==> src/rtl/icache_pkg.sv <==
// Shared types and geometry for the direct-mapped instruction cache.
// Optional statistics counters are enabled with ICACHE_STATS_EN.
package icache_pkg;

  typedef enum logic [1:0] {
    IDLE     = 2'd0,
    MEM_READ = 2'd1,
    UPDATE   = 2'd2
  } state_e;

  localparam int TAG_W       = 3;
  localparam int INDEX_W     = 3;
  localparam int WORD_W      = 2;
  localparam int NUM_BLOCKS  = 8;
  localparam int BLOCK_BYTES = 16;
  localparam int BLOCK_BITS  = BLOCK_BYTES * 8;

  function automatic logic [15:0] sat_inc16(input logic [15:0] val);
    if (val == 16'hFFFF) begin
      return val;
    end else begin
      return val + 16'd1;
    end
  endfunction

endpackage

==> src/rtl/icache_ctrl.sv <==
// Miss-handling FSM for the instruction cache: IDLE lookup, MEM_READ
// handshake with the block memory, UPDATE fill cycle.
module icache_ctrl (
  input  logic clk,
  input  logic rst_n,
  input  logic hit_i,
  input  logic mem_busywait_i,
  output logic busywait_o,
  output logic mem_read_o,
  output logic fill_o,
  output logic idle_o,
  output logic miss_start_o
);
  import icache_pkg::*;

  state_e state_q, state_d;

  // State register
  always_ff @(posedge clk or negedge rst_n) begin
    if (!rst_n) begin
      state_q <= IDLE;
    end else begin
      state_q <= state_d;
    end
  end

  // Next-state logic; memory latency is whatever MEM_BUSYWAIT says it is
  always_comb begin
    state_d = state_q;
    case (state_q)
      IDLE:     state_d = hit_i ? IDLE : MEM_READ;
      MEM_READ: state_d = mem_busywait_i ? MEM_READ : UPDATE;
      UPDATE:   state_d = IDLE;
      default:  state_d = IDLE;
    endcase
  end

  // Output logic; reset forces the stall low even while the lookup misses
  always_comb begin
    busywait_o   = 1'b0;
    mem_read_o   = 1'b0;
    fill_o       = 1'b0;
    idle_o       = 1'b0;
    miss_start_o = 1'b0;
    case (state_q)
      IDLE: begin
        idle_o       = 1'b1;
        busywait_o   = ~hit_i;
        miss_start_o = ~hit_i;
      end
      MEM_READ: begin
        busywait_o = 1'b1;
        mem_read_o = 1'b1;
      end
      UPDATE: begin
        busywait_o = 1'b1;
        fill_o     = 1'b1;
      end
      default: begin
        busywait_o = 1'b0;
      end
    endcase
    if (!rst_n) begin
      busywait_o   = 1'b0;
      miss_start_o = 1'b0;
    end else begin
      idle_o = idle_o;
    end
  end

endmodule

==> src/rtl/instr_cache.sv <==
// Direct-mapped 8 x 16-byte instruction cache: storage, tag compare, word select.
// Define ICACHE_STATS_EN to add saturating HIT_COUNT / MISS_COUNT outputs.
module instr_cache (
  input  logic         CLK,
  input  logic         RESET,
  input  logic [31:0]  PC,
  output logic [31:0]  INSTRUCTION,
  output logic         BUSYWAIT,
  output logic         MEM_READ,
  output logic [5:0]   MEM_ADDRESS,
  input  logic [127:0] MEM_READDATA,
  input  logic         MEM_BUSYWAIT
`ifdef ICACHE_STATS_EN
  ,
  output logic [15:0]  HIT_COUNT,
  output logic [15:0]  MISS_COUNT
`endif
);
  import icache_pkg::*;

  logic [TAG_W-1:0]      pc_tag_s;
  logic [INDEX_W-1:0]    pc_index_s;
  logic [WORD_W-1:0]     pc_word_s;
  logic                  hit_s;
  logic                  fill_s;
  logic                  idle_s;
  logic                  miss_start_s;
  logic                  unused_pc_s;

  logic [NUM_BLOCKS-1:0] valid_q, valid_d;
  logic [TAG_W-1:0]      tag_q  [NUM_BLOCKS];
  logic [TAG_W-1:0]      tag_d  [NUM_BLOCKS];
  logic [BLOCK_BITS-1:0] data_q [NUM_BLOCKS];
  logic [BLOCK_BITS-1:0] data_d [NUM_BLOCKS];

  assign pc_tag_s    = PC[9:7];
  assign pc_index_s  = PC[6:4];
  assign pc_word_s   = PC[3:2];
  assign unused_pc_s = ^{PC[31:10], PC[1:0]};

  assign hit_s       = valid_q[pc_index_s] && (tag_q[pc_index_s] == pc_tag_s);
  assign MEM_ADDRESS = {pc_tag_s, pc_index_s};
  assign INSTRUCTION = (idle_s && hit_s) ? data_q[pc_index_s][pc_word_s*32 +: 32] : 32'h0;

  icache_ctrl u_ctrl (
    .clk            (CLK),
    .rst_n          (RESET),
    .hit_i          (hit_s),
    .mem_busywait_i (MEM_BUSYWAIT),
    .busywait_o     (BUSYWAIT),
    .mem_read_o     (MEM_READ),
    .fill_o         (fill_s),
    .idle_o         (idle_s),
    .miss_start_o   (miss_start_s)
  );

  // Block fill in the UPDATE cycle
  always_comb begin
    valid_d = valid_q;
    tag_d   = tag_q;
    data_d  = data_q;
    if (fill_s) begin
      valid_d[pc_index_s] = 1'b1;
      tag_d[pc_index_s]   = pc_tag_s;
      data_d[pc_index_s]  = MEM_READDATA;
    end else begin
      valid_d = valid_q;
    end
  end

  // Valid bits are the only storage cleared by reset
  always_ff @(posedge CLK or negedge RESET) begin
    if (!RESET) begin
      valid_q <= {NUM_BLOCKS{1'b0}};
    end else begin
      valid_q <= valid_d;
    end
  end

  // Tag and data arrays, masked by valid_q
  always_ff @(posedge CLK) begin
    tag_q  <= tag_d;
    data_q <= data_d;
  end

`ifdef ICACHE_STATS_EN
  logic        post_fill_q, post_fill_d;
  logic [15:0] hit_cnt_q, hit_cnt_d;
  logic [15:0] miss_cnt_q, miss_cnt_d;

  // The re-lookup right after a fill completes that miss; it is not a new hit
  always_comb begin
    post_fill_d = fill_s;
    hit_cnt_d   = hit_cnt_q;
    miss_cnt_d  = miss_cnt_q;
    if (idle_s && hit_s && !post_fill_q) begin
      hit_cnt_d = sat_inc16(hit_cnt_q);
    end else begin
      hit_cnt_d = hit_cnt_q;
    end
    if (miss_start_s) begin
      miss_cnt_d = sat_inc16(miss_cnt_q);
    end else begin
      miss_cnt_d = miss_cnt_q;
    end
  end

  // Counter registers
  always_ff @(posedge CLK or negedge RESET) begin
    if (!RESET) begin
      post_fill_q <= 1'b0;
      hit_cnt_q   <= 16'd0;
      miss_cnt_q  <= 16'd0;
    end else begin
      post_fill_q <= post_fill_d;
      hit_cnt_q   <= hit_cnt_d;
      miss_cnt_q  <= miss_cnt_d;
    end
  end

  assign HIT_COUNT  = hit_cnt_q;
  assign MISS_COUNT = miss_cnt_q;
`endif

endmodule

==> config.mk <==
export PLATFORM = sky130hd
export DESIGN_NAME = instr_cache
export DESIGN_NICKNAME = d
export VERILOG_FILES = /design/src/rtl/icache_pkg.sv /design/src/rtl/icache_ctrl.sv /design/src/rtl/instr_cache.sv
export SDC_FILE = /design/constraint.sdc
export NUM_CORES = 1
export LEC_CHECK = 0
export CAP_MARGIN = 20
export CORE_ASPECT_RATIO = 0.75
export CORE_MARGIN = 2
export CORE_UTILIZATION = 33
export DETAILED_ROUTE_END_ITERATION = 8
export REMOVE_ABC_BUFFERS = 1
export SYNTH_ARGS = -nofsm -noshare
export SYNTH_HDL_FRONTEND = slang
export SYNTH_HIERARCHICAL = 1
export SYNTH_SLANG_ARGS = --single-unit
==> constraint.sdc <==
create_clock -name CLK -period 17.91 [get_ports CLK]
set_clock_uncertainty 0.15 [all_clocks]
set_input_delay 1.791 -clock CLK [delete_from_list [all_inputs] [get_ports CLK]]
set_output_delay 1.791 -clock CLK [all_outputs]
set_load 0.005 [all_outputs]
==> out/qor.yml, run 1 <==
outcome: "complete, no violations"
place.gp.congestion: 0.685
timing.critical_path.max_delay_family: "buffers and inverters"
post_cts.repair.setup_buffers: 0
max-cap-violations: 0
required_ps: 15970
hold_depth: 1
series_of_cell_instances_along_the_critical_path: "buf_4 > buf_4 > nand2b_4 > o22ai_1 > o21a_1 > o22ai_4 > buf_4 > nor3_1 > nand2b_4 > a211oi_2 > clkdlybuf4s50_1"
top_level_ports: 203
layout_min_cycle_time_ps: 8650
crit_path_depth: 11
root_buffer: "clkbuf_16"
postPlaceCellArea_mm2: 0.0444
final_cell_area_mm2: 0.0475
grt_pass1_vias: 20738
tritoncts: "yes"
sum_of_overflow_across_all_layers_after_global_routing: 0
final-setup-viol-count: 0
drtPass1Iterations: 5
holdBufCountCts: 0
first_pass_grt_wire_length_um: 144000
drtAntennaViolNets: 0
post_cts.resized_instances: 0
avgViaCountPerCell: 5.21
grt_start_max_net_pins: 68
clock_tree.buffer_depth: 3
wirelength_um: 101000
post-route-period-util: 0.483
dieArea_mm2: 0.127
h-tree-depth: 3
buffering_stage_count_on_the_worst_path_with_inverters_included: 4
syn-cell-area_mm2: 0.0408
r2r_setup_slack_ps: 13990
syn_area_per_cell_um2: 21.4
rsz_0062_raised_after_global_routing: "no"
setup.worst_path.class: "in2out"
drt_iter0_markers: 1716
power.ir.vdd_worst_uv: 72.7
initial_utilization: 0.333
grt_antenna_before_repair: 26
hold_path_class: "reg2reg"
timing.hold.worst_endpoint: "valid_q[2]"
max-slew-margin-rel: 0.217
globalRoute.busiestLayer: "met2"
tritoncts_num_sinks: 1058
grt_util_met3: 0.0415
worstReg2RegStart: "u_ctrl/state_q[0]"
final_core_utilization: 0.387
min-delay-start: "valid_q[2]"
synth.yosys.warnings: 6
finish.net_count: 2275
tightestPinTransition_ps: 1170
port_buffers: 178
core-area_mm2: 0.122
placement_rows: 111
path_max_fanout: 55
dieHeight_um: 309
wire_per_inst_um: 26.4
worstPathArrival_ps: 6710
power.static_leakage_nw: 14.5
global_route.usage.total: 0.159
setup.worst_path.end_class: "output pin"
grt.met1_usage: 0.209
cell_count_of_the_worst_reg_to_reg_path: 6
power_density_mw_per_mm2: 109
crit-reg2reg-capture: "data_q[592]"
syn_to_final_growth_pct: 16.3
numCtsBuffers: 104
drive_above_1_share: 0.209
path_clk_slew_ps: 60
detail_route.drc_violations: 0
slowest_stage: "buf_4"
fin_ws_ps: 9260
crit_path_frequent_cell: "buf_4"
clk_latency_ps: 710
cp-start-kind: "input pin"
maxSlewViolCount: 0
hpwlAfterDp_um: 54700
die_wd_um: 410
final-hold-violation-count: 0
post_synthesis_cells: 1907
vias: 19917
slowest_delay_ps: 690
detailedPlace.worstSlack_ps: 9240
grt_util_met2: 0.261
totalPowerFinal_mw: 5.17
tns_ps: 0
fmaxAchievable_ghz: 0.116
## layout make-up
type / count / area, µm²
antenna: 7 / 17.5
multi-input combinational: 715 / 8450
fill: 10902 / 75000
sequential: 1058 / 31700
inverter: 6 / 26.3
tap: 1638 / 2050
clock inverter: 49 / 368
timing repair buffer: 222 / 2130
clock buffer: 131 / 2700
## metal layers
metal  wire, µm  part of all wire
met5        195            0.0019
met3       7320             0.072
met2      49100              0.49
met1      42300              0.42
met4       2140             0.021
## registers in the layout, indices dropped and copies added, names as in the netlist
name            count
tag_q              24
u_ctrl/state_q      2
valid_q             8
data_q           1024
## how the worst max path moves through the flow
stage                 end  slack (ps)  start
2_1_floorplan  valid_q[3]        8460  PC[6]
3_3_place_gp     BUSYWAIT        9260  PC[6]
3_5_place_dp     BUSYWAIT        9240  PC[6]
4_1_cts          BUSYWAIT        9240  PC[6]
5_1_grt          BUSYWAIT        9080  PC[6]
6_report         BUSYWAIT        9260  PC[6]
## through the flow
step                      hold slack (ps)  instances
after floorplan                       280       1779
after global placement                294       3638
after detailed placement              301       3638
after CTS                             317       3818
after global routing                  328       3824
final                                 322       3826
## where the power goes
part	switching, mW	total [mW]	internal, mW	leakage, nW
logic	0.222	0.361	0.139	3.48
registers	0.0176	2.82	2.80	9.56
clock network	0.901	2.00	1.09	1.48
total	1.14	5.17	4.03	14.5
## placed cells by master (no fill, tap or decap), types with 7 or more instances in the layout
| cell | n |
|---|---|
| buf_4 | 45 |
| mux2i_1 | 17 |
| or2_2 | 8 |
| clkbuf_1 | 27 |
| nor2_4 | 9 |
| mux4_1 | 35 |
| o31ai_1 | 31 |
| nand2_1 | 69 |
| nand3_1 | 32 |
| mux4_2 | 157 |
| a21oi_1 | 62 |
| dfrtp_1 | 10 |
| a22oi_1 | 62 |
| clkbuf_16 | 104 |
| diode_2 | 7 |
| clkinv_1 | 26 |
| o221ai_1 | 96 |
| clkinv_2 | 10 |
| mux2_2 | 64 |
| nor3_2 | 30 |
| edfxtp_1 | 1048 |
| clkdlybuf4s50_1 | 174 |
## worst register-to-register path, stage by stage, from the launching register on
cell	delay, ps
dfrtp_1	420
inv_1	100
ha_1	230
nand2_1	270
nor2_4	820
buf_4	730
buf_4	770
No activity file was read; power rests on OpenSTA's default activity.
==> run 2, diff against run 1 <==
==> constraint.sdc (replaced) <==
create_clock -name CLK -period 8.3 [get_ports CLK]
set_clock_uncertainty 0.15 [all_clocks]
set_input_delay 0.83 -clock CLK [delete_from_list [all_inputs] [get_ports CLK]]
set_output_delay 0.83 -clock CLK [all_outputs]
set_load 0.005 [all_outputs]
==> out/qor.yml, run 2 (synthesized netlist as in run 1, its figures left out) <==
global_route.usage.total: 0.156  # -0.00232
tritoncts: "yes"
power_density_mw_per_mm2: 235  # +120%
final_cell_area_mm2: 0.0475  # about the same
finish.net_count: 2269  # -0.26%
post_cts.repair.setup_buffers: 0  # unchanged
port_buffers: 178  # unchanged
post-route-period-util: 0.744
hpwlAfterDp_um: 54000  # -1.3%
avgViaCountPerCell: 5.21  # about the same
vias: 19883  # -0.17%
top_level_ports: 203  # unchanged
post_cts.resized_instances: 0  # unchanged
sum_of_overflow_across_all_layers_after_global_routing: 0  # unchanged
drt_iter0_markers: 1812  # +5.6%
layout_min_cycle_time_ps: 6180
path_clk_slew_ps: 60  # about the same
dieArea_mm2: 0.127  # unchanged
path_max_fanout: 51  # -7.3%
clk_latency_ps: 700  # about the same
numCtsBuffers: 98  # -5.8%
drtAntennaViolNets: 0  # unchanged
setup.worst_path.class: "in2out"
maxSlewViolCount: 0  # unchanged
drive_above_1_share: 0.211  # +0.00222
mostFrequentLayoutCell: "edfxtp_1"
place.gp.congestion: 0.704  # +2.7%
setup.worst_path.end_class: "output pin"
h-tree-depth: 3  # unchanged
fin_ws_ps: 2120  # -7140 ps
required_ps: 7320  # -8650 ps
holdBufCountCts: 0  # unchanged
detail_route.drc_violations: 0  # unchanged
wirelength_um: 99700  # -1.4%
root_buffer: "clkbuf_16"
clock_tree.buffer_depth: 3  # unchanged
max-slew-margin-rel: 0.340  # +0.122
hold_path_class: "reg2reg"
grt_pass1_vias: 20583  # -0.75%
die_wd_um: 410  # unchanged
power.ir.vdd_worst_uv: 167  # +130%
power.static_leakage_nw: 14.5  # about the same
final-hold-violation-count: 0  # unchanged
syn_to_final_growth_pct: 16.3  # about the same
core-area_mm2: 0.122  # unchanged
fmaxAchievable_ghz: 0.162
detailedPlace.worstSlack_ps: 2040  # -7210 ps
drtPass1Iterations: 5  # unchanged
postPlaceCellArea_mm2: 0.0444  # about the same
initial_utilization: 0.333  # unchanged
placement_rows: 111  # unchanged
worstPathArrival_ps: 5200  # -1510 ps
rsz_0062_raised_after_global_routing: "no"
largest_register_ffs: 1024  # unchanged
max-cap-violations: 0  # unchanged
final_cell_mix: "edfxtp_1, clkdlybuf4s50_1, mux4_2"
final-setup-viol-count: 0  # unchanged
outcome: "complete, no violations"
cp-start-kind: "input pin"
final_core_utilization: 0.387  # about the same
hold_slack_ps: 319  # -3.14 ps
dieHeight_um: 309  # unchanged
wire_per_inst_um: 26.1  # -1.2%
first_pass_grt_wire_length_um: 143000  # -1.1%
grt_antenna_before_repair: 26  # unchanged
layout_top_registers: "data_q x1024, tag_q x24, valid_q x8"
top_register: "data_q"
grt_start_max_net_pins: 81  # +19%
tritoncts_num_sinks: 1058  # unchanged
tightestPinTransition_ps: 991  # -181 ps
==> run 2: cell types whose count changed in the layout (fill, tap and decap cells not counted), sizes merged <==
| cell | change |
|---|---|
| clkinv | -7 |
| bufinv | +4 |
| clkbuf | -4 |
| clkinvlp | +3 |
| diode | -3 |
==> run 2: path summary, 6_finish.rpt <==
path | startpoint | end | cells past startpoint | slack [ps]
min in group asynchronous | RESET | u_ctrl/state_q[1] | 1 | 330
hold reg to reg | valid_q[5] | valid_q[5] | 1 | 320
setup / recovery | PC[6] | BUSYWAIT | 10 | 2120
hold / removal | valid_q[5] | valid_q[5] | 1 | 320
setup reg to reg | u_ctrl/state_q[0] | data_q[328] | 5 | 5210
max in group asynchronous | RESET | valid_q[6] | 1 | 7310
==> run 2: worst max-delay path, cell delays in order <==
cell             delay [ps]
buf_4                   710
or2_4                   820
o22ai_1                 200
o21a_1                  260
o22ai_4                 600
buf_4                   660
nor3_1                  140
nand2b_4                180
a211oi_2                200
clkdlybuf4s50_1         540
==> run 2: final cells by class <==
| type | count | area [µm²] |
|---|---|---|
| Multi-Input combinational cell | 715 | 8450 |
| Antenna cell | 4 | 10.0 |
| Sequential cell | 1058 | 31700 |
| Clock inverter | 49 | 510 |
| Fill cell | 10863 | 75000 |
| Timing Repair Buffer | 222 | 2130 |
| Inverter | 6 | 26.3 |
| Clock buffer | 127 | 2570 |
| Tap cell | 1638 | 2050 |
==> run 2: power by group <==
group	leakage [nW]	switching, mW	internal (mW)
Combinational	3.48	0.477	0.300
Sequential	9.56	0.0369	6.04
Clock	1.48	1.94	2.39
==> run 2: per-layer routing <==
layer	vias to the layer above	routed length (µm)	track usage
met4	38	1750	0.0366
met2	647	48300	0.255
met3	151	7330	0.0413
li1	8514	-	-
met5	-	230	0
met1	10533	42100	0.210
==> run 2: per-stage QoR <==
stage / total power [mW] / TNS [ps] / cells
after floorplan: 6.57 / -38210 / 1779
final: 11.2 / 0 / 3819
after global placement: 6.95 / 0 / 3639
after detailed placement: 6.98 / 0 / 3639
after global routing: 11.6 / 0 / 3816
after CTS: 11.3 / 0 / 3815
